==> src/rtl/uart_tx_sched.sv <==
// Round-robin scheduler that shares one UART TX FIFO among N byte-capture requesters.
// Each granted byte is sent as a 6-character line: channel digit, ':', two hex digits, CR, LF.
module uart_tx_sched #(
  parameter int N = 4
) (
  input  logic           clk,
  input  logic           reset,
  input  logic [N-1:0]   req,
  input  logic [8*N-1:0] data,
  output logic [N-1:0]   grant,
  input  logic           uart_full,
  output logic           wr_uart,
  output logic [7:0]     w_data,
  output logic           busy
);

  localparam int IW = (N > 1) ? $clog2(N) : 1;
  localparam logic [IW-1:0] LAST_CH = IW'(N - 1);
  localparam logic [2:0]    LAST_IDX = 3'd5;

  typedef enum logic {
    IDLE,
    SEND
  } state_t;

  state_t      state;
  logic [2:0]  idx;
  logic [IW-1:0] last;
  logic [IW-1:0] chan;
  logic [7:0]  cap;

  logic          found;
  logic [IW-1:0] pick;
  logic [IW-1:0] cand;
  logic [7:0]    pick_data;

  function automatic logic [7:0] hex_char(input logic [3:0] v);
    return (v < 4'd10) ? (8'h30 + {4'h0, v}) : (8'h37 + {4'h0, v});
  endfunction

  function automatic logic [7:0] line_byte(input logic [2:0]    i,
                                           input logic [IW-1:0] ch,
                                           input logic [7:0]    b);
    logic [7:0] r;
    case (i)
      3'd0:    r = 8'h30 + {{(8-IW){1'b0}}, ch};
      3'd1:    r = 8'h3A;
      3'd2:    r = hex_char(b[7:4]);
      3'd3:    r = hex_char(b[3:0]);
      3'd4:    r = 8'h0D;
      default: r = 8'h0A;
    endcase
    return r;
  endfunction

  // Search starts one past the last-served channel so every requester gets a turn.
  always_comb begin
    // NOTE: every variable gets a default first so no path leaves it unassigned (no latch).
    found     = 1'b0;
    pick      = '0;
    cand      = last;
    pick_data = '0;
    for (int o = 0; o < N; o++) begin
      cand = (cand == LAST_CH) ? '0 : cand + 1'b1;
      if (!found && req[cand]) begin
        found = 1'b1;
        pick  = cand;
      end
    end
    for (int i = 0; i < N; i++) begin
      if (pick == IW'(i)) pick_data = data[8*i +: 8];
    end
  end

  // The FIFO handshake is the one combinational path: a full flag cancels the write at once.
  assign wr_uart = (state == SEND) && !uart_full;

  always_ff @(posedge clk or negedge reset) begin
    // NOTE: sequential state uses non-blocking assignments so all registers update together.
    if (!reset) begin
      state  <= IDLE;
      idx    <= '0;
      last   <= LAST_CH;
      chan   <= '0;
      cap    <= '0;
      grant  <= '0;
      w_data <= '0;
      busy   <= 1'b0;
    end else begin
      case (state)
        IDLE: begin
          grant <= '0;
          if (found) begin
            chan   <= pick;
            cap    <= pick_data;
            last   <= pick;
            grant  <= {{(N-1){1'b0}}, 1'b1} << pick;
            idx    <= '0;
            w_data <= line_byte(3'd0, pick, pick_data);
            busy   <= 1'b1;
            state  <= SEND;
          end
        end
        SEND: begin
          grant <= '0;
          // A stalled cycle leaves idx and w_data untouched, so the byte is simply retried.
          if (wr_uart) begin
            if (idx == LAST_IDX) begin
              idx   <= '0;
              busy  <= 1'b0;
              state <= IDLE;
            end else begin
              idx    <= idx + 3'd1;
              w_data <= line_byte(idx + 3'd1, chan, cap);
            end
          end
        end
        default: state <= IDLE;
      endcase
    end
  end

endmodule

==> config.mk <==
export PLATFORM = sky130hd
export DESIGN_NAME = uart_tx_sched
export DESIGN_NICKNAME = d
export VERILOG_FILES = /design/src/rtl/uart_tx_sched.sv
export SDC_FILE = /design/constraint.sdc
export NUM_CORES = 1
export LEC_CHECK = 0
export ABC_AREA = 1
export CAP_MARGIN = 20
export CORE_UTILIZATION = 53
export CTS_CLUSTER_SIZE = 24
export DETAILED_ROUTE_END_ITERATION = 6
export PLACE_DENSITY = 0.95
export SLEW_MARGIN = 10
export SYNTH_ARGS = -nofsm -noshare
export SYNTH_HDL_FRONTEND = slang
export SYNTH_SLANG_ARGS = --single-unit
==> constraint.sdc <==
create_clock -name clk -period 3.6 [get_ports clk]
set_clock_uncertainty 0.15 [all_clocks]
set_input_delay 0.72 -clock clk [delete_from_list [all_inputs] [get_ports clk]]
set_output_delay 0.72 -clock clk [all_outputs]
set_load 0.1 [all_outputs]
==> impl_summary.md, run 1 <==
Run
The number of max-capacitance violations reported is 0.

Routing
The initial DRC count is between 100 and 150. The number of vias after detailed routing is roughly 2100. Dividing the detail-routed via count by the number of cells gives about 5.3. For this block, the routed nets add up to approximately 4.8 mm of wire. The count of nets left with antenna violations once routing finished came out at 0. The detailed-route wire length per cell is 11.9 um.

The first TritonRoute pass finished after 4 iterations. The DRC violation count after routing is 0.

Synth
Sequential elements use 34.9% of the synthesized area. A synthesized cell averages approximately 6.6 um^2. The area share of the largest cell type after synthesis is around a third. The Yosys step of the flow raised 0 warnings. The synthesized instance count is between 300 and 400.

In the post-synthesis netlist, the biggest area contributors are sky130_fd_sc_hd__dfrtp_1, sky130_fd_sc_hd__nand2_1, sky130_fd_sc_hd__nand3_1. Summed over all instances, the cell type with the most area after synthesis is sky130_fd_sc_hd__dfrtp_1. Counting distinct cell types in the post-synthesis netlist gives 33. The area of the mapped netlist is 2010 um^2.

Synthesis produced a netlist with a net count of 349. Synthesis inferred 28 register bits.

Clock tree
The clock latency on the worst-skew pair is around 0.28 ns. In this run the number of H-tree levels came out at 1. The CTS tree is built. The cell sitting at the root of the clock tree is a sky130_fd_sc_hd__clkbuf_8. The register clock-pin slew on the reported worst setup and hold paths is about 0.09 ns. Hold repair after CTS inserted 0 buffers. The number of buffers on the longest clock path is 2. Post-CTS repair changed the size of 0 cells.

The total setup buffers inserted after CTS is 0. The number of buffers created by CTS is 3. The number of sinks driven by the clock tree is 28.

Finish
The antenna diode count is 0. Of the cells placed in the final design, the portion with a size suffix greater than 1 is 8.81%. The library cells used most frequently in the layout, excluding fill and tap cells, are sky130_fd_sc_hd__nand2_1, sky130_fd_sc_hd__clkdlybuf4s50_1, sky130_fd_sc_hd__nand3_1.

The final cell utilization of the core is between 70% and 80%. Compared with the post-synthesis result, the final layout area differs by 27.8%. The most common cell after layout, fill and taps aside is sky130_fd_sc_hd__nand2_1. The number of non-filler instances in the completed layout is 400. The number of nets in the layout is between 300 and 400.

Setup path
For this run, the slowest stage of the critical path takes between 0.6 and 0.7 ns. The slowest stage of the critical path is the sky130_fd_sc_hd__dfstp_2 cell. STA classifies the critical path startpoint as a register. The worst endpoint required time is between 3 and 4 ns. The kind of cell adding the most delay to the critical path is simple AND/OR/NAND/NOR gates. The buffers plus inverters on the worst setup path is 2. The critical path goes through ha_1, inv_1, nand2_1, nand2_1, nand2_1, nand2_2, nand3_1, nor2_1, nor2_1, nand2_1, nand2_4, o21ai_1, inv_1, nand2_1, nand2_1. The critical path class is reg2reg. The startpoint of the worst register-to-register path is last[0].

The worst setup path is captured at a register. Counting cells, the worst reg-to-reg path comes to 15. Of all nets on the critical path, the largest fanout is 20. The most common cell type on the critical path is sky130_fd_sc_hd__nand2_1.

In this run the critical register-to-register path is captured at cap[1]. The reg-to-reg setup timing slack is around 0.70 ns. At the worst endpoint, the arrival time is 2.93 ns.

Floorplanning
The number of I/O pins is 53. The die is between 60 and 70 um tall. The initial cell density of the core is 55.0%. The die covers between 4000 and 5000 um^2. The die is 63.7 um wide.

The floorplan has 22 rows. In this run the standard cell core region covers around 3700 um^2.

Timing
The shortest period the worst path allows is approximately 2.9 ns. Setup repair after global routing left no endpoint under its margin. Setup violations remaining at the end of the flow were counted as 0. The count of final max-slew check failures is 0. The post-route fraction of the period consumed by the critical path is roughly four fifths.

For the pin with the worst max-slew slack, the measured transition is ~0.96 ns. The normalized max-slew margin is a little over a third. The setup TNS is 0 ns. The number of hold-slack violations in the final timing report came to 0.

The maximum clock frequency is between 0.3 and 0.4 GHz.

Global route
Summed over all layers, the global routing overflow is 0. Entering global routing, the biggest net connects 29 pins. The wire length of the first global-routing pass is between 8 and 9 mm. The number of global-route vias before repair is between 1500 and 2000.

The global-route usage over all layers is approximately a quarter. The number of antenna violations at the first check in global routing was 0.

Place
Once placement completed, the tool counted placed cells totaling 396. The HPWL reported at the end of detailed placement is ~3.8 mm. The number of buffers added on ports is 51. The final weighted congestion in routability-driven placement is ~0.90.

Worst hold path
The worst hold path terminates at last[1]. The path class of the tightest hold or removal check is reg2reg. Counting instances, the worst hold path has a depth of 2. The source of the worst hold timing path is last[1].

Status
The flow ran to the end, and the final reports show no timing, DRC or antenna violations.
## metrics by stage
| stage | setup slack (ns) | cell area (um^2) | hold WS [ns] |
|---|---|---|---|
| after global routing | 0.421 | 2570 | 0.349 |
| after CTS | 0.709 | 2570 | 0.329 |
| after detailed placement | 0.507 | 2520 | 0.309 |
| final | 0.699 | 2570 | 0.328 |
| after floorplan | 0.409 | 2010 | 0.274 |
| after global placement | 0.656 | 2520 | 0.304 |
## registers in the layout, indices dropped and copies added, names as in the netlist
signal  count
state       1
last        2
w_data      7
cap         8
busy        1
chan        2
idx         3
grant       4
## worst max-delay path by stage
stage | start | end | cells after the start
after global routing | last[0] | cap[6] | 15
after detailed placement | req[0] | cap[1] | 14
after CTS | last[0] | cap[1] | 15
after floorplan | uart_full | w_data[5] | 6
final | last[0] | cap[1] | 15
after global placement | req[0] | cap[2] | 14
## metal layers
layer	global-route usage, %	share of wire (%)	vias up
li1	-	-	1084
met1	30.6	40	963
met2	46.0	52	79
met3	3.08	6.1	9
met4	9.09	1.2	0
met5	0	0	-
## logic make-up after synthesis
family	after synthesis	share of synthesized area, %
and+or+nand+nor	179	38.6
DFF	28	34.9
buffers and inverters	49	10.6
other	1	0.186
adders and majority gates	5	3.11
AOI/OAI and AO/OA	43	12.6
## tightest hold or removal path: stages (launching register included)
cell and delay, ns:
sky130_fd_sc_hd__dfstp_2 0.38, sky130_fd_sc_hd__nand2_1 0.05, sky130_fd_sc_hd__nand2_1 0.05
## cell usage after synthesis
cell type and number:
sky130_fd_sc_hd__nand2_1 94, sky130_fd_sc_hd__nand3_1 36, sky130_fd_sc_hd__inv_1 34, sky130_fd_sc_hd__nor2_1 30, sky130_fd_sc_hd__dfrtp_1 26, sky130_fd_sc_hd__o21ai_0 17
sky130_fd_sc_hd__a21oi_1 9, sky130_fd_sc_hd__buf_2 5, sky130_fd_sc_hd__ha_1 5, sky130_fd_sc_hd__inv_2 5, sky130_fd_sc_hd__nand4_1 4, sky130_fd_sc_hd__nor3_1 4
sky130_fd_sc_hd__a31oi_1 3, sky130_fd_sc_hd__nor2_2 3, sky130_fd_sc_hd__o22ai_1 3, sky130_fd_sc_hd__a21oi_2 2, sky130_fd_sc_hd__buf_4 2, sky130_fd_sc_hd__buf_6 2
sky130_fd_sc_hd__dfstp_2 2, sky130_fd_sc_hd__nand2_2 2, sky130_fd_sc_hd__nand2_4 2, sky130_fd_sc_hd__o211ai_1 2, sky130_fd_sc_hd__o21ai_1 2, sky130_fd_sc_hd__o221ai_1 2
sky130_fd_sc_hd__a221o_1 1, sky130_fd_sc_hd__clkbuf_1 1, sky130_fd_sc_hd__conb_1 1, sky130_fd_sc_hd__nand3_2 1, sky130_fd_sc_hd__nor2_4 1, sky130_fd_sc_hd__nor4_1 1
sky130_fd_sc_hd__o2111ai_1 1, sky130_fd_sc_hd__o21a_1 1, sky130_fd_sc_hd__or2_2 1
## area by class of cell
type,instances,area [um^2]
clock buffer,4,55.1
multi-input combinational,228,1100
sequential,28,703
timing repair buffer,53,510
tap,48,60.1
fill,324,1090
inverter,39,146
Power of run 1 is not shown: default switching activity piles up to over one toggle a cycle in this logic, so the estimate is an artifact.
==> run 2: changes to the inputs <==
CORE_UTILIZATION = 49   (was 53)
PLACE_DENSITY = 0.91   (was 0.95)
clock period = 2.8 ns   (was 3.6 ns; I/O delays follow)
==> run 2 against run 1 <==
  * Clock-buffer cell count decreased by 1
  * Core utilization decreased by 0.93 points
  * Via count increased by 3.0%
  * Register-to-register slack got worse by 0.49 ns
  * Critical path depth decreased by 1
  * Maximum frequency increased by 12%
  * Die area increased by 7.9%
  * Non-clock buffer count increased by 4
  * Sequential share of layout area decreased by 0.64 points
==> impl_summary.md, run 2 (synthesis gave the netlist of run 1 again) <==
Clock tree
The number of sinks driven by the clock tree is 28. For the worst-skew pair, the clock arrives at the later sink with an insertion delay of 0.29 ns. The longest clock path from root to sink contains 2 buffers. In this run the number of H-tree levels came out at 1. The register clock-pin slew on the reported worst setup and hold paths is approximately 0.10 ns. The root buffer selected by CTS is sky130_fd_sc_hd__clkbuf_8.

TritonCTS built the clock tree. Clock tree synthesis inserted a total of 3 buffers.

Floorplanning
From left edge to right edge, the die measures around 66 um. The area inside the core boundary is around 3800 um^2. The number of I/O pins is between 50 and 60. The cell row count is 22. The total die area is about 4400 um^2. The floorplan die height is ~66 um. Once the floorplan was initialized, standard cells occupied roughly 53% of the core.

Routing
The routed layout has approximately 2200 vias. Dividing the detail-routed wire length by the instance count gives ~13 um. The iteration count of the initial detailed-routing pass is 4. The DRC violation count after routing is 0. In the routed layout, each cell is associated on average with a via count of 5.44.

The initial DRC count is 134. The total routed wirelength is between 5 and 6 mm. The count of nets left with antenna violations after detail routing is 0.

Global route
The busiest layer in global routing is met2. Global routing used between 40% and 50% of the available met2 tracks. The number of antenna violations at the first check in global routing is 0. Global routing used 24.6% of the available tracks across all layers.

The first global-routing pass estimated between 8 and 9 mm of wire. Summed over all layers, the global routing overflow is 0. Entering global routing, the biggest net connects 29 pins.

For this run, global-route usage on met3 was measured as 2.59%. The met1 track demand over resource is between 20% and 30%. The number of global-route vias before repair was ~2100.

Finish
The number of nets in the layout is about 400. The register containing the most flip-flops in the final layout is cap. The largest registers in the layout are cap: 8 flops, w_data: 7 flops, grant: 4 flops. In the layout the commonest cells are sky130_fd_sc_hd__nand2_1, sky130_fd_sc_hd__clkdlybuf4s50_1, sky130_fd_sc_hd__nand3_1. Of the cells placed in the final design, the portion with a size suffix greater than 1 is a little over an eighth. The flip-flop count of the largest register after layout is 8. The area growth from synthesis to layout is 30.8%. The library cell used most frequently in the layout, excluding fill and tap cells, is sky130_fd_sc_hd__nand2_1. The antenna diode count is 0. With fillers left out, the area of the finished cells amounts to around 2600 um^2.

Setup path
The kind of start point of the critical path is a register. The critical path data arrival time is approximately 2.6 ns. In this run the worst path has a maximum fanout of 13. By startpoint and endpoint, the worst setup path is classified as reg2reg. The nature of the critical path endpoint is a register. Measured in cells, the most critical reg-to-reg path has a length of 14. The startpoint of the worst register-to-register path is last[0].

The reg-to-reg setup timing slack is 0.21 ns. For the worst setup path, the data required time is 2.84 ns. The endpoint identified for the worst register-to-register timing path is cap[2].

Status
The flow ran to the end, and the final reports show no timing, DRC or antenna violations.

Timing
The setup TNS is 0 ns. The post-route worst hold slack is about 0.34 ns. The count of final max-slew check failures was 0. The final count of negative-setup-slack endpoints is 0. The shortest period the worst path allows is between 2 and 3 ns. Measured against its own limit, the worst slew margin works out to around two thirds. The number of hold-slack violations in the final timing report is 0. The worst path uses between 90 and 100% of the clock period.

For the pin with the worst max-slew slack, the measured transition is slightly above 0.5 ns. The maximum clock frequency is around 0.39 GHz.

Place
The placed instances occupy a cell area of 2550 um^2. Input and output buffers added on the ports amount to 51. The final weighted congestion in routability-driven placement is 0.922.

Once detailed placement completed, the half-perimeter wirelength came to a little under 4 mm.

Worst hold path
The path with the worst hold slack has its endpoint at chan[0]. The cell depth of the worst min-delay path is 2. In this run the most critical hold path is launched from chan[0].

The path type of the worst min-delay path is reg2reg.

Run
Across the run, the number of max-cap violations was 0.
==> run 2: cell count changes in the layout (fill, tap and decap cells not counted), moves of 2 or more <==
| cell | change |
|---|---|
| sky130_fd_sc_hd__buf_4 | +10 |
| sky130_fd_sc_hd__nor2_1 | -2 |
| sky130_fd_sc_hd__nor2_2 | +2 |
| sky130_fd_sc_hd__nand2_2 | +2 |
| sky130_fd_sc_hd__nand2_1 | -2 |
| sky130_fd_sc_hd__clkdlybuf4s50_1 | -7 |
==> run 2: worst max-delay path, cell delays in order (launching register included) <==
cell	delay [ns]
sky130_fd_sc_hd__dfstp_2	0.63
sky130_fd_sc_hd__ha_2	0.33
sky130_fd_sc_hd__inv_2	0.12
sky130_fd_sc_hd__nand3_1	0.12
sky130_fd_sc_hd__nand2_2	0.12
sky130_fd_sc_hd__inv_2	0.07
sky130_fd_sc_hd__nand3_1	0.09
sky130_fd_sc_hd__nand2_1	0.05
sky130_fd_sc_hd__nor2_1	0.12
sky130_fd_sc_hd__nand2_2	0.11
sky130_fd_sc_hd__buf_4	0.19
sky130_fd_sc_hd__o21ai_0	0.17
sky130_fd_sc_hd__nand3_1	0.10
sky130_fd_sc_hd__nand2_1	0.07
sky130_fd_sc_hd__nand2_1	0.04
==> run 2: how the worst max path moves through the flow <==
| stage | start | to | slack, ns | cells after the start |
|---|---|---|---|---|
| after floorplan | uart_full | w_data[5] | 0.36 | 6 |
| after global placement | req[2] | cap[6] | 0.18 | 13 |
| after detailed placement | req[3] | cap[2] | 0.06 | 15 |
| after CTS | last[0] | cap[2] | 0.12 | 14 |
| after global routing | last[0] | cap[2] | -0.006 | 14 |
| final | last[0] | cap[2] | 0.21 | 14 |
==> run 2: through the flow <==
step / instances / util [%] / setup WS [ns]
after detailed placement: 400 / 67.0 / 0.0606
final: 404 / 69.4 / 0.211
after global routing: 404 / 69.4 / -0.00592
after floorplan: 305 / - / 0.364
after CTS: 404 / 68.9 / 0.123
after global placement: 400 / 67.0 / 0.182
==> run 2: layout make-up <==
| cell class | instances | area (um^2) |
|---|---|---|
| Tap cell | 48 | 60.1 |
| Timing Repair Buffer | 57 | 536 |
| Multi-Input combinational cell | 228 | 1120 |
| Fill cell | 332 | 1160 |
| Clock buffer | 3 | 41.3 |
| Inverter | 39 | 146 |
| Sequential cell | 28 | 703 |
| Clock inverter | 1 | 30.0 |
==> run 2: layer usage <==
layer | part of all wire (%) | wire, um
met1 | 43 | 2190
met4 | 2.3 | 119
met2 | 50 | 2530
met5 | 0 | 0
met3 | 4.8 | 242
==> run 2: timing repair <==
action / 4_1_cts / 5_1_grt
hold endpoints to repair: 0 / 0
gates resized for setup: 0 / 6
setup buffers: 0 / 0
hold buffers: 0 / 0
endpoints found under the setup margin: 0 / 15
Power of run 2 is left out for the same reason.
